$ cat config.mk
export PLATFORM = sky130hd
export DESIGN_NAME = z80_bus_target_flat
export DESIGN_NICKNAME = d
export VERILOG_FILES = /design/src/rtl/z80_bus_target_if.sv /design/src/rtl/z80_bus_target.sv /design/src/flat_wrapper.sv
export SDC_FILE = /design/constraint.sdc
export NUM_CORES = 1
export LEC_CHECK = 0
export BUFFER_PORTS_ARGS = -buffer_cell sky130_fd_sc_hd__buf_2
export CAP_MARGIN = 20
export CORE_AREA = 4 4 81 83
export CTS_BUF_LIST = sky130_fd_sc_hd__clkbuf_2
export DETAILED_ROUTE_END_ITERATION = 6
export DIE_AREA = 0 0 85 87
export PLACE_DENSITY_LB_ADDON = 0.3
export SYNTH_ARGS = -nofsm -noshare
export SYNTH_HDL_FRONTEND = slang
export SYNTH_SLANG_ARGS = --single-unit
export TNS_END_PERCENT = 50
$ cat constraint.sdc
create_clock -name CLK -period 4.38 [get_ports CLK]
set_clock_uncertainty 0.2 [all_clocks]
set_input_delay 0.876 -clock CLK [delete_from_list [all_inputs] [get_ports CLK]]
set_output_delay 0.876 -clock CLK [all_outputs]
set_load 0.01 [all_outputs]
$ cat src/rtl/z80_bus_target_if.sv
// z80_bus_target_if
//   Bundles the Z80-side strobes/data, the memory backend request/response
//   and the interrupt sources used by z80_bus_target.
//   CPU side    : ADDR, DO, WR, MREQ, IORQ, M1 (to target); DI, WAIT, INT (from target)
//   Backend side: mem_req, mem_we, mem_addr, mem_wdata (from target); mem_rdata, mem_ack (to target)
//   Interrupts  : irq_src (level sources, to target)
//   slave  modport: the target's view; master modport: the CPU/backend view.
interface z80_bus_target_if;
    logic [15:0] ADDR;
    logic [7:0]  DO;
    logic        WR;
    logic        MREQ;
    logic        IORQ;
    logic        M1;
    logic [7:0]  DI;
    logic        WAIT;
    logic        INT;
    logic        mem_req;
    logic        mem_we;
    logic [15:0] mem_addr;
    logic [7:0]  mem_wdata;
    logic [7:0]  mem_rdata;
    logic        mem_ack;
    logic [3:0]  irq_src;

    modport slave (
        input  ADDR, DO, WR, MREQ, IORQ, M1, mem_rdata, mem_ack, irq_src,
        output DI, WAIT, INT, mem_req, mem_we, mem_addr, mem_wdata
    );

    modport master (
        output ADDR, DO, WR, MREQ, IORQ, M1, mem_rdata, mem_ack, irq_src,
        input  DI, WAIT, INT, mem_req, mem_we, mem_addr, mem_wdata
    );
endinterface

$ cat src/rtl/z80_bus_target.sv
// z80_bus_target
//   Z80 bus target: forwards memory cycles to a request/ack backend with
//   optional extra wait states, and serves a 4-register I/O window
//   (SCRATCH, VECTOR, ENABLE, STATUS) plus interrupt-acknowledge vectoring.
//   Parameters: WAIT_CYCLES - extra wait cycles after backend ack (0..15)
//               IO_BASE     - base of the I/O window on ADDR[7:0]
//   Ports: CLK   - clock, all state on rising edge
//          RESET - asynchronous active-high reset
//          bus   - z80_bus_target_if.slave (CPU strobes/data, backend, irq_src)
module z80_bus_target #(
    parameter int unsigned WAIT_CYCLES = 1,
    parameter logic [7:0]  IO_BASE     = 8'h00
) (
    input  logic               CLK,
    input  logic               RESET,
    z80_bus_target_if.slave    bus
);
    typedef enum logic [1:0] {IDLE, MEM_REQ, MEM_WAIT, DONE} state_t;

    localparam logic [3:0] WAIT_INIT = 4'(WAIT_CYCLES);

    state_t      state, state_next;
    logic [3:0]  counter;
    logic [7:0]  scratch, vector;
    logic [3:0]  enable, status;
    logic [7:0]  io_offset;
    logic [7:0]  io_rdata;
    logic [3:0]  pending;
    logic [3:0]  status_clr;
    logic [1:0]  inta_idx;
    logic        inta_hit;
    logic        start_io;

    // Decode of the current I/O / INTA access and the interrupt priority pick.
    always_comb begin
        start_io  = (state == IDLE) && !bus.MREQ && bus.IORQ;
        io_offset = bus.ADDR[7:0] - IO_BASE;
        pending   = status & enable;

        inta_hit = 1'b0;
        inta_idx = '0;
        for (int unsigned i = 0; i < 4; i++) begin
            if (pending[i] && !inta_hit) begin
                inta_hit = 1'b1;
                inta_idx = 2'(i);
            end
        end

        case (io_offset)
            8'd0:    io_rdata = scratch;
            8'd1:    io_rdata = vector;
            8'd2:    io_rdata = {4'b0000, enable};
            8'd3:    io_rdata = {4'b0000, status};
            default: io_rdata = 8'hFF;
        endcase

        status_clr = '0;
        if (start_io && bus.M1) begin
            if (inta_hit) status_clr[inta_idx] = 1'b1;
        end else if (start_io && bus.WR && io_offset == 8'd3) begin
            status_clr = bus.DO[3:0];
        end
    end

    always_comb begin
        state_next = state;
        case (state)
            IDLE: begin
                if (bus.MREQ)      state_next = MEM_REQ;
                else if (bus.IORQ) state_next = DONE;
            end
            MEM_REQ: begin
                if (bus.mem_ack) state_next = (WAIT_CYCLES == 0) ? DONE : MEM_WAIT;
            end
            MEM_WAIT: begin
                // <= rather than == so an out-of-range count can never stall here
                if (counter <= 4'd1) state_next = DONE;
            end
            DONE: begin
                if (!bus.MREQ && !bus.IORQ) state_next = IDLE;
            end
            default: state_next = IDLE;
        endcase
    end

    // Reset gates WAIT so the CPU is released the instant RESET rises.
    assign bus.WAIT = !RESET &&
                      (((state == IDLE) && bus.MREQ) || state == MEM_REQ || state == MEM_WAIT);

    always_ff @(posedge CLK or posedge RESET) begin
        if (RESET) state <= IDLE;
        else       state <= state_next;
    end

    always_ff @(posedge CLK or posedge RESET) begin
        if (RESET) begin
            bus.DI        <= 8'hFF;
            bus.INT       <= 1'b0;
            bus.mem_req   <= 1'b0;
            bus.mem_we    <= 1'b0;
            bus.mem_addr  <= '0;
            bus.mem_wdata <= '0;
            scratch       <= '0;
            vector        <= '0;
            enable        <= '0;
            status        <= '0;
            counter       <= '0;
        end else begin
            // Sources OR in after the clear so a same-cycle set wins.
            status  <= (status & ~status_clr) | bus.irq_src;
            bus.INT <= |pending;

            case (state)
                IDLE: begin
                    if (bus.MREQ) begin
                        bus.mem_addr  <= bus.ADDR;
                        bus.mem_wdata <= bus.DO;
                        bus.mem_we    <= bus.WR;
                        bus.mem_req   <= 1'b1;
                    end else if (bus.IORQ) begin
                        if (bus.M1) begin
                            // inta_idx is 0 when nothing is pending, giving VECTOR[7:3],000
                            bus.DI <= {vector[7:3], inta_idx, 1'b0};
                        end else if (bus.WR) begin
                            case (io_offset)
                                8'd0:    scratch <= bus.DO;
                                8'd1:    vector  <= bus.DO;
                                8'd2:    enable  <= bus.DO[3:0];
                                default: ;
                            endcase
                        end else begin
                            bus.DI <= io_rdata;
                        end
                    end
                end
                MEM_REQ: begin
                    if (bus.mem_ack) begin
                        bus.mem_req <= 1'b0;
                        if (!bus.mem_we) bus.DI <= bus.mem_rdata;
                        counter <= WAIT_INIT;
                    end
                end
                MEM_WAIT: counter <= counter - 4'd1;
                default: ;
            endcase
        end
    end
endmodule

$ cat src/flat_wrapper.sv
// flat-port wrapper written by rule: the top's interface ports become plain ports
module z80_bus_target_flat 
#(
    parameter int unsigned WAIT_CYCLES = 1,
    parameter logic [7:0]  IO_BASE     = 8'h00
)
  (CLK, RESET, bus_ADDR, bus_DO, bus_WR, bus_MREQ, bus_IORQ, bus_M1, bus_mem_rdata, bus_mem_ack, bus_irq_src, bus_DI, bus_WAIT, bus_INT, bus_mem_req, bus_mem_we, bus_mem_addr, bus_mem_wdata);
  z80_bus_target_if bus_i ();
  input  logic CLK;
  input  logic RESET;
  input wire logic [$bits(bus_i.ADDR)-1:0] bus_ADDR;
  input wire logic [$bits(bus_i.DO)-1:0] bus_DO;
  input wire logic [$bits(bus_i.WR)-1:0] bus_WR;
  input wire logic [$bits(bus_i.MREQ)-1:0] bus_MREQ;
  input wire logic [$bits(bus_i.IORQ)-1:0] bus_IORQ;
  input wire logic [$bits(bus_i.M1)-1:0] bus_M1;
  input wire logic [$bits(bus_i.mem_rdata)-1:0] bus_mem_rdata;
  input wire logic [$bits(bus_i.mem_ack)-1:0] bus_mem_ack;
  input wire logic [$bits(bus_i.irq_src)-1:0] bus_irq_src;
  output wire logic [$bits(bus_i.DI)-1:0] bus_DI;
  output wire logic [$bits(bus_i.WAIT)-1:0] bus_WAIT;
  output wire logic [$bits(bus_i.INT)-1:0] bus_INT;
  output wire logic [$bits(bus_i.mem_req)-1:0] bus_mem_req;
  output wire logic [$bits(bus_i.mem_we)-1:0] bus_mem_we;
  output wire logic [$bits(bus_i.mem_addr)-1:0] bus_mem_addr;
  output wire logic [$bits(bus_i.mem_wdata)-1:0] bus_mem_wdata;
  assign bus_i.ADDR = bus_ADDR;
  assign bus_i.DO = bus_DO;
  assign bus_i.WR = bus_WR;
  assign bus_i.MREQ = bus_MREQ;
  assign bus_i.IORQ = bus_IORQ;
  assign bus_i.M1 = bus_M1;
  assign bus_i.mem_rdata = bus_mem_rdata;
  assign bus_i.mem_ack = bus_mem_ack;
  assign bus_i.irq_src = bus_irq_src;
  assign bus_DI = bus_i.DI;
  assign bus_WAIT = bus_i.WAIT;
  assign bus_INT = bus_i.INT;
  assign bus_mem_req = bus_i.mem_req;
  assign bus_mem_we = bus_i.mem_we;
  assign bus_mem_addr = bus_i.mem_addr;
  assign bus_mem_wdata = bus_i.mem_wdata;
  z80_bus_target #(.WAIT_CYCLES(WAIT_CYCLES), .IO_BASE(IO_BASE)) u_core (.CLK(CLK), .RESET(RESET), .bus(bus_i));
endmodule
Word level (Yosys, flattened, before mapping):

Cells that the tools add are included.

* reductions and logical operators: 33
* add/subtract/negate cells: 1
* muxes and demuxes: 31
* magnitude comparators: 3
* equal/unequal tests: 15
* bitwise logic cells: 6

Operator list (count)
* $mux 8: 6
* $pmux 8 s4: 1
* $reduce_and 6->1: 4
* $eq 8x2->1 const B: 2
* $mux 4: 4
* $pmux 8 s2: 1
* $mux 2: 7
* $logic_and 1x1->1: 12
* $ne 2x2->1 const B: 5
* $and 4x4->4: 2
* $eq 8x1->1 const B: 1
* $logic_not 8->1: 1
* $mux 1: 8
* $pmux 2 s4: 1
* $pmux 4 s2: 1
* $logic_not 1->1: 6
* $ne 3x3->1 const B: 2
* $eq 2x2->1 const B: 2
* $le 4x1->1 const B: 1
* $ne 2x1->1 const B: 2
* $not 4->4: 1
* $or 4x4->4: 1
* $reduce_and 2->1: 2
* $reduce_and 4->1: 1
* 12 further kinds: 15

* bits in registers: 65
* word-level logic and storage cells: 101

Depth between registers and ports, before layout:

* word-level depth: 20
* gate-level depth with buffers: 8
* gate-level depth less buffers: 6

Worst setup path before layout:

OpenSTA, ideal clock, no wires.

* kind: input to register
* from: input bus_ADDR[2]
* to: register u_core.scratch[0]
* setup slack: 1.307 ns
* data required time: 4.055 ns
* data arrival time: 2.747 ns
* path buffers: 1
* stages on the path: 5
* cells stage by stage: or4_4 or4_4 or3_1 buf_6 mux2_4

* longest elaborated chain between the ends: 2

Ends and longest elaborated chain
* from (decl): RTL line flat_wrapper.sv:11 `input wire logic [$bits(bus_i.ADDR)-1:0] bus_ADDR;`
* $logic_not 8->1: RTL line z80_bus_target.sv:125 `case (io_offset)`
* $reduce_and 6->1 (no source line)
* to (signal assigned): RTL line z80_bus_target.sv:126 `8'd0: scratch <= bus.DO;`
* to (decl): RTL line z80_bus_target.sv:24 `logic [7:0] scratch, vector;`

No other way between the ends.
A chain may end at the register's enable or synchronous reset.

Final worst setup path:

* from: register u_core.state[1]
* to: output bus_WAIT

* longest elaborated chain between the ends: 5
* elaborated cells between the ends (all ways): 7
* those cells by class: 2 x eq/ne; 5 x reduce/logical

Ends and longest elaborated chain
* from (decl): RTL line z80_bus_target.sv:22 `state_t state, state_next;`
* from (signal assigned): RTL line z80_bus_target.sv:92 `else state <= state_next;`
* $logic_not 2->1: RTL line z80_bus_target.sv:88 `(((state == IDLE) && bus.MREQ) || state == MEM_REQ || state == MEM_WAIT);`
* $logic_and 1x1->1: RTL line z80_bus_target.sv:88
* $logic_or 1x1->1: RTL line z80_bus_target.sv:88
* $logic_or 1x1->1 *: RTL line z80_bus_target.sv:88
* $logic_and 1x1->1 *: RTL line z80_bus_target.sv:87 `assign bus.WAIT = !RESET &&`
* to (decl): RTL line flat_wrapper.sv:21 `output wire logic [$bits(bus_i.WAIT)-1:0] bus_WAIT;`

Mark *: on every way between the ends. The rest lies on a longest branch, timed or not.

==> qor.json <==
{
  "total_number_of_clock_tree_sinks": {"value": 65},
  "dieArea": {"value": 0.00740, "unit": "mm²"},
  "antenna_violations_before_repair": {"value": 0},
  "weighted_congestion_at_the_end_of_routability_driven_global_placement": {"value": 0.851},
  "antenna_left": {"value": 0},
  "global_route.usage.met1": {"value": 0.251},
  "rows": {"value": 28},
  "yosys.area.top_type": {"value": "sky130_fd_sc_hd__dfrtp_1"},
  "number_of_port_buffers": {"value": 78},
  "drcViolationCount": {"value": 0},
  "setup_viol_count_final": {"value": 0},
  "drt-total-wl": {"value": 6890, "unit": "µm"},
  "floorplan.initialDensity": {"value": 0.538},
  "most-common-layout-cells": {"value": "sky130_fd_sc_hd__buf_2 (78), sky130_fd_sc_hd__dfrtp_1 (57), sky130_fd_sc_hd__mux2_2 (41)"},
  "route.vias.total": {"value": 2284},
  "max_slew_margin": {"value": 0.383},
  "globalRouteOverflowTotal": {"value": 0},
  "post_synth_inst_count": {"value": 252},
  "grt_start_max_net_pins": {"value": 45},
  "rsz0062_at_grt": {"value": "no"},
  "use_met3": {"value": 0.0482},
  "postLayoutCellArea": {"value": 0.00371, "unit": "mm²"},
  "cts_repair_resize_count": {"value": 0},
  "num-nets-final": {"value": 383},
  "crit_path_end_kind": {"value": "primary output"},
  "dpl_cell_area": {"value": 0.00360, "unit": "mm²"},
  "place.detailed.hpwl": {"value": 5140, "unit": "µm"},
  "hold_path.class": {"value": "flip-flop to flip-flop"},
  "die_y": {"value": 87, "unit": "µm"},
  "r2r-end": {"value": "u_core.scratch[3]"},
  "antenna-diode-count": {"value": 0},
  "via_per_inst": {"value": 5.53},
  "totalNegativeSetupSlack": {"value": 0, "unit": "ns"},
  "timing.reg2reg.setup_slack": {"value": 1.66, "unit": "ns"},
  "cts_setup_buffers": {"value": 0},
  "insertion_delay": {"value": 0.49, "unit": "ns"},
  "max_cap_violations": {"value": 0},
  "rr_startpoint": {"value": "u_core.state[1]"},
  "fmax": {"value": 320, "unit": "MHz"},
  "clk_pin_slew": {"value": 0.17, "unit": "ns"},
  "pre_cts_ws": {"value": 0.991, "unit": "ns"},
  "first_global_vias": {"value": 2272},
  "fraction_of_layout_cells_with_a_size_suffix_above_1": {"value": 0.485},
  "syn_nets": {"value": 302},
  "worst_path_dominant_cell_family": {"value": "adder cells"},
  "netlist-cell-type-count": {"value": 37},
  "pins_over_slew_limit": {"value": 0},
  "outcome": {"value": "finished, final reports clean"},
  "path_depth_of_the_worst_reg2reg_path": {"value": 6},
  "drtIter0Drc": {"value": 115},
  "grt-busiest-layer": {"value": "met2"},
  "worst_slew_pin_tran": {"value": 0.924, "unit": "ns"},
  "final.hold.worst_slack": {"value": 0.316, "unit": "ns"},
  "grt_pass1_wl": {"value": 11300, "unit": "µm"},
  "endpoint": {"value": "bus_WAIT"},
  "synth_top_cells_by_area": {"value": "sky130_fd_sc_hd__dfrtp_1 (45%), sky130_fd_sc_hd__mux2_2 (15%), sky130_fd_sc_hd__dfstp_2 (6.7%), sky130_fd_sc_hd__mux2_4 (3.8%), sky130_fd_sc_hd__ha_1 (2.8%)"},
  "post-synth-top-area-fraction": {"value": 0.453},
  "worst_setup_path_startpoint": {"value": "u_core.state[1]"},
  "power.static_leakage": {"value": 1.79, "unit": "nW"},
  "design_power_total": {"value": 0.00212, "unit": "W"},
  "critical_path.max_fanout": {"value": 19},
  "mostFrequentLayoutCell": {"value": "sky130_fd_sc_hd__buf_2"},
  "grt_overall_usage": {"value": 0.198},
  "dieWidth": {"value": 85, "unit": "µm"},
  "yosysWarnings": {"value": 0},
  "wl_per_instance": {"value": 16.7, "unit": "µm"},
  "drt-pass1-iter-count": {"value": 4},
  "timing.critical_path.cells": {"value": "inv_1, ha_1, nor2_1, a21oi_1, buf_2"},
  "total_of_hold_buffers_inserted_after_clock_tree_synthesis": {"value": 0},
  "crit_path_time_final": {"value": 3.12, "unit": "ns"},
  "synth_seq_cells": {"value": 65},
  "syn_avg_cell_area": {"value": 12.5, "unit": "µm²"},
  "synth-async-reset-ratio": {"value": 1.00},
  "path_buf_inv": {"value": 2},
  "synth_area": {"value": 0.00315, "unit": "mm²"},
  "synth_edf_count": {"value": 0},
  "cp_slowest_stage_delay": {"value": 0.61, "unit": "ns"},
  "clock_tree.htree_level_count": {"value": 3},
  "cts-root-to-sink-buffers": {"value": 2},
  "final.setup.worst_slack": {"value": 1.26, "unit": "ns"},
  "crit_arrival": {"value": 2.04, "unit": "ns"},
  "root_cell_of_the_clock_tree": {"value": "sky130_fd_sc_hd__clkbuf_2"},
  "cp.depth": {"value": 5},
  "nFillCells": {"value": 463},
  "synthToLayoutAreaGrowth": {"value": 17.8, "unit": "%"},
  "post_route_fraction_of_the_period_consumed_by_the_critical_path": {"value": 0.713},
  "cp_data_required_time": {"value": 3.30, "unit": "ns"},
  "tritoncts.num_buffers": {"value": 9},
  "tritoncts_clock_tree": {"value": "done"},
  "crit_type": {"value": "flip-flop to primary output"},
  "postSynth.topFlopCell": {"value": "sky130_fd_sc_hd__dfrtp_1"},
  "setup.worst_path.start_class": {"value": "flip-flop"},
  "core-area": {"value": 0.00585, "unit": "mm²"},
  "seq_area_frac_synth": {"value": 0.520},
  "ioPinCount": {"value": 79},
  "hold_viol": {"value": 0},
  "global_route.usage.met2": {"value": 0.324},
  "critical_path.slowest_cell": {"value": "sky130_fd_sc_hd__ha_1"},
  "peakVddDrop": {"value": 0.283, "unit": "mV"},
  "power-per-cell-area": {"value": 572, "unit": "mW/mm²"}
}
-- power by group --
| part | total (W) | internal [W] | switching [W] |
|---|---|---|---|
| clock network | 0.000342 | 0.000125 | 0.000217 |
| registers | 0.000912 | 0.000813 | 0.0000984 |
| logic | 0.000868 | 0.000429 | 0.000440 |
| total | 0.00212 | 0.00137 | 0.000755 |
-- worst min-delay path by stage --
stage	startpoint	to	slack (ns)	cells after the start
6_report	u_core.bus.DI[0]	u_core.bus.DI[0]	0.32	1
5_1_grt	u_core.bus.DI[0]	u_core.bus.DI[0]	0.32	1
4_1_cts	u_core.bus.DI[0]	u_core.bus.DI[0]	0.32	1
3_5_place_dp	u_core.bus.mem_addr[0]	u_core.bus.mem_addr[0]	0.29	2
3_3_place_gp	u_core.bus.mem_addr[12]	u_core.bus.mem_addr[12]	0.28	1
2_1_floorplan	u_core.counter[1]	u_core.counter[1]	0.27	2
-- cell type report --
| type | instances | area, µm² | share of cell area |
|---|---|---|---|
| multi-input combinational | 163 | 1410 | 0.381 |
| inverter | 14 | 52.6 | 0.0142 |
| timing repair buffer | 80 | 405 | 0.109 |
| clock inverter | 7 | 61.3 | 0.0165 |
| sequential | 65 | 1640 | 0.441 |
| tap | 75 | 93.8 | 0.0253 |
| clock buffer | 9 | 45.0 | 0.0121 |
-- through the flow --
stage	cells	util
floorplan	252	-
global placement	397	0.615
detailed placement	397	0.615
CTS	413	0.634
global route	413	0.634
finish	413	0.634
-- sequential cells by signal, summed over array words and instances (netlist names) --
name,cells
u_core.bus.mem_addr,16
u_core.state,2
u_core.counter,4
u_core.bus.mem_wdata,8
u_core.vector,8
u_core.scratch,8
u_core.enable,4
u_core.bus.DI,8
u_core.bus.INT,1
u_core.bus.mem_req,1
u_core.status,4
u_core.bus.mem_we,1
-- synthesized netlist by cell type, types with 2 or more instances --
library cell                count
sky130_fd_sc_hd__a21oi_1        8
sky130_fd_sc_hd__a221o_1        5
sky130_fd_sc_hd__a221oi_1       4
sky130_fd_sc_hd__a22o_1         2
sky130_fd_sc_hd__a2bb2oi_1      2
sky130_fd_sc_hd__a31oi_1        9
sky130_fd_sc_hd__clkbuf_1       9
sky130_fd_sc_hd__dfrtp_1       57
sky130_fd_sc_hd__dfstp_2        8
sky130_fd_sc_hd__ha_1           7
sky130_fd_sc_hd__inv_1         14
sky130_fd_sc_hd__mux2_2        41
sky130_fd_sc_hd__mux2_4         8
sky130_fd_sc_hd__mux2i_1        8
sky130_fd_sc_hd__mux4_2         3
sky130_fd_sc_hd__nand2_1       13
sky130_fd_sc_hd__nand2b_1       4
sky130_fd_sc_hd__nand3_1        7
sky130_fd_sc_hd__nand3b_1       2
sky130_fd_sc_hd__nor2_1         7
sky130_fd_sc_hd__nor3_1         4
sky130_fd_sc_hd__nor4_1         2
sky130_fd_sc_hd__o21ai_0        8
sky130_fd_sc_hd__o31ai_1        2
sky130_fd_sc_hd__or2_2          2
sky130_fd_sc_hd__or3b_2         4
sky130_fd_sc_hd__or4_4          2
-- logic make-up (layout without fill, tap and decap cells) --
family	count (synthesis)	in the layout	synth area share
AOI/OAI and AO/OA	44	44	0.0978
adders and majority gates	7	7	0.0278
buffers and inverters	24	110	0.0310
DFF	65	65	0.520
muxes	60	60	0.232
and+or+nand+nor	52	52	0.0915
-- per-layer routing --
layer  vias up  share of wire  wire (µm)
met2        60           0.49       3400
met5         -              0          0
li1       1092              -          -
met4         0          0.020        140
met1      1120           0.44       3030
met3        12          0.048        329
Power figures use the tool's default switching activity.
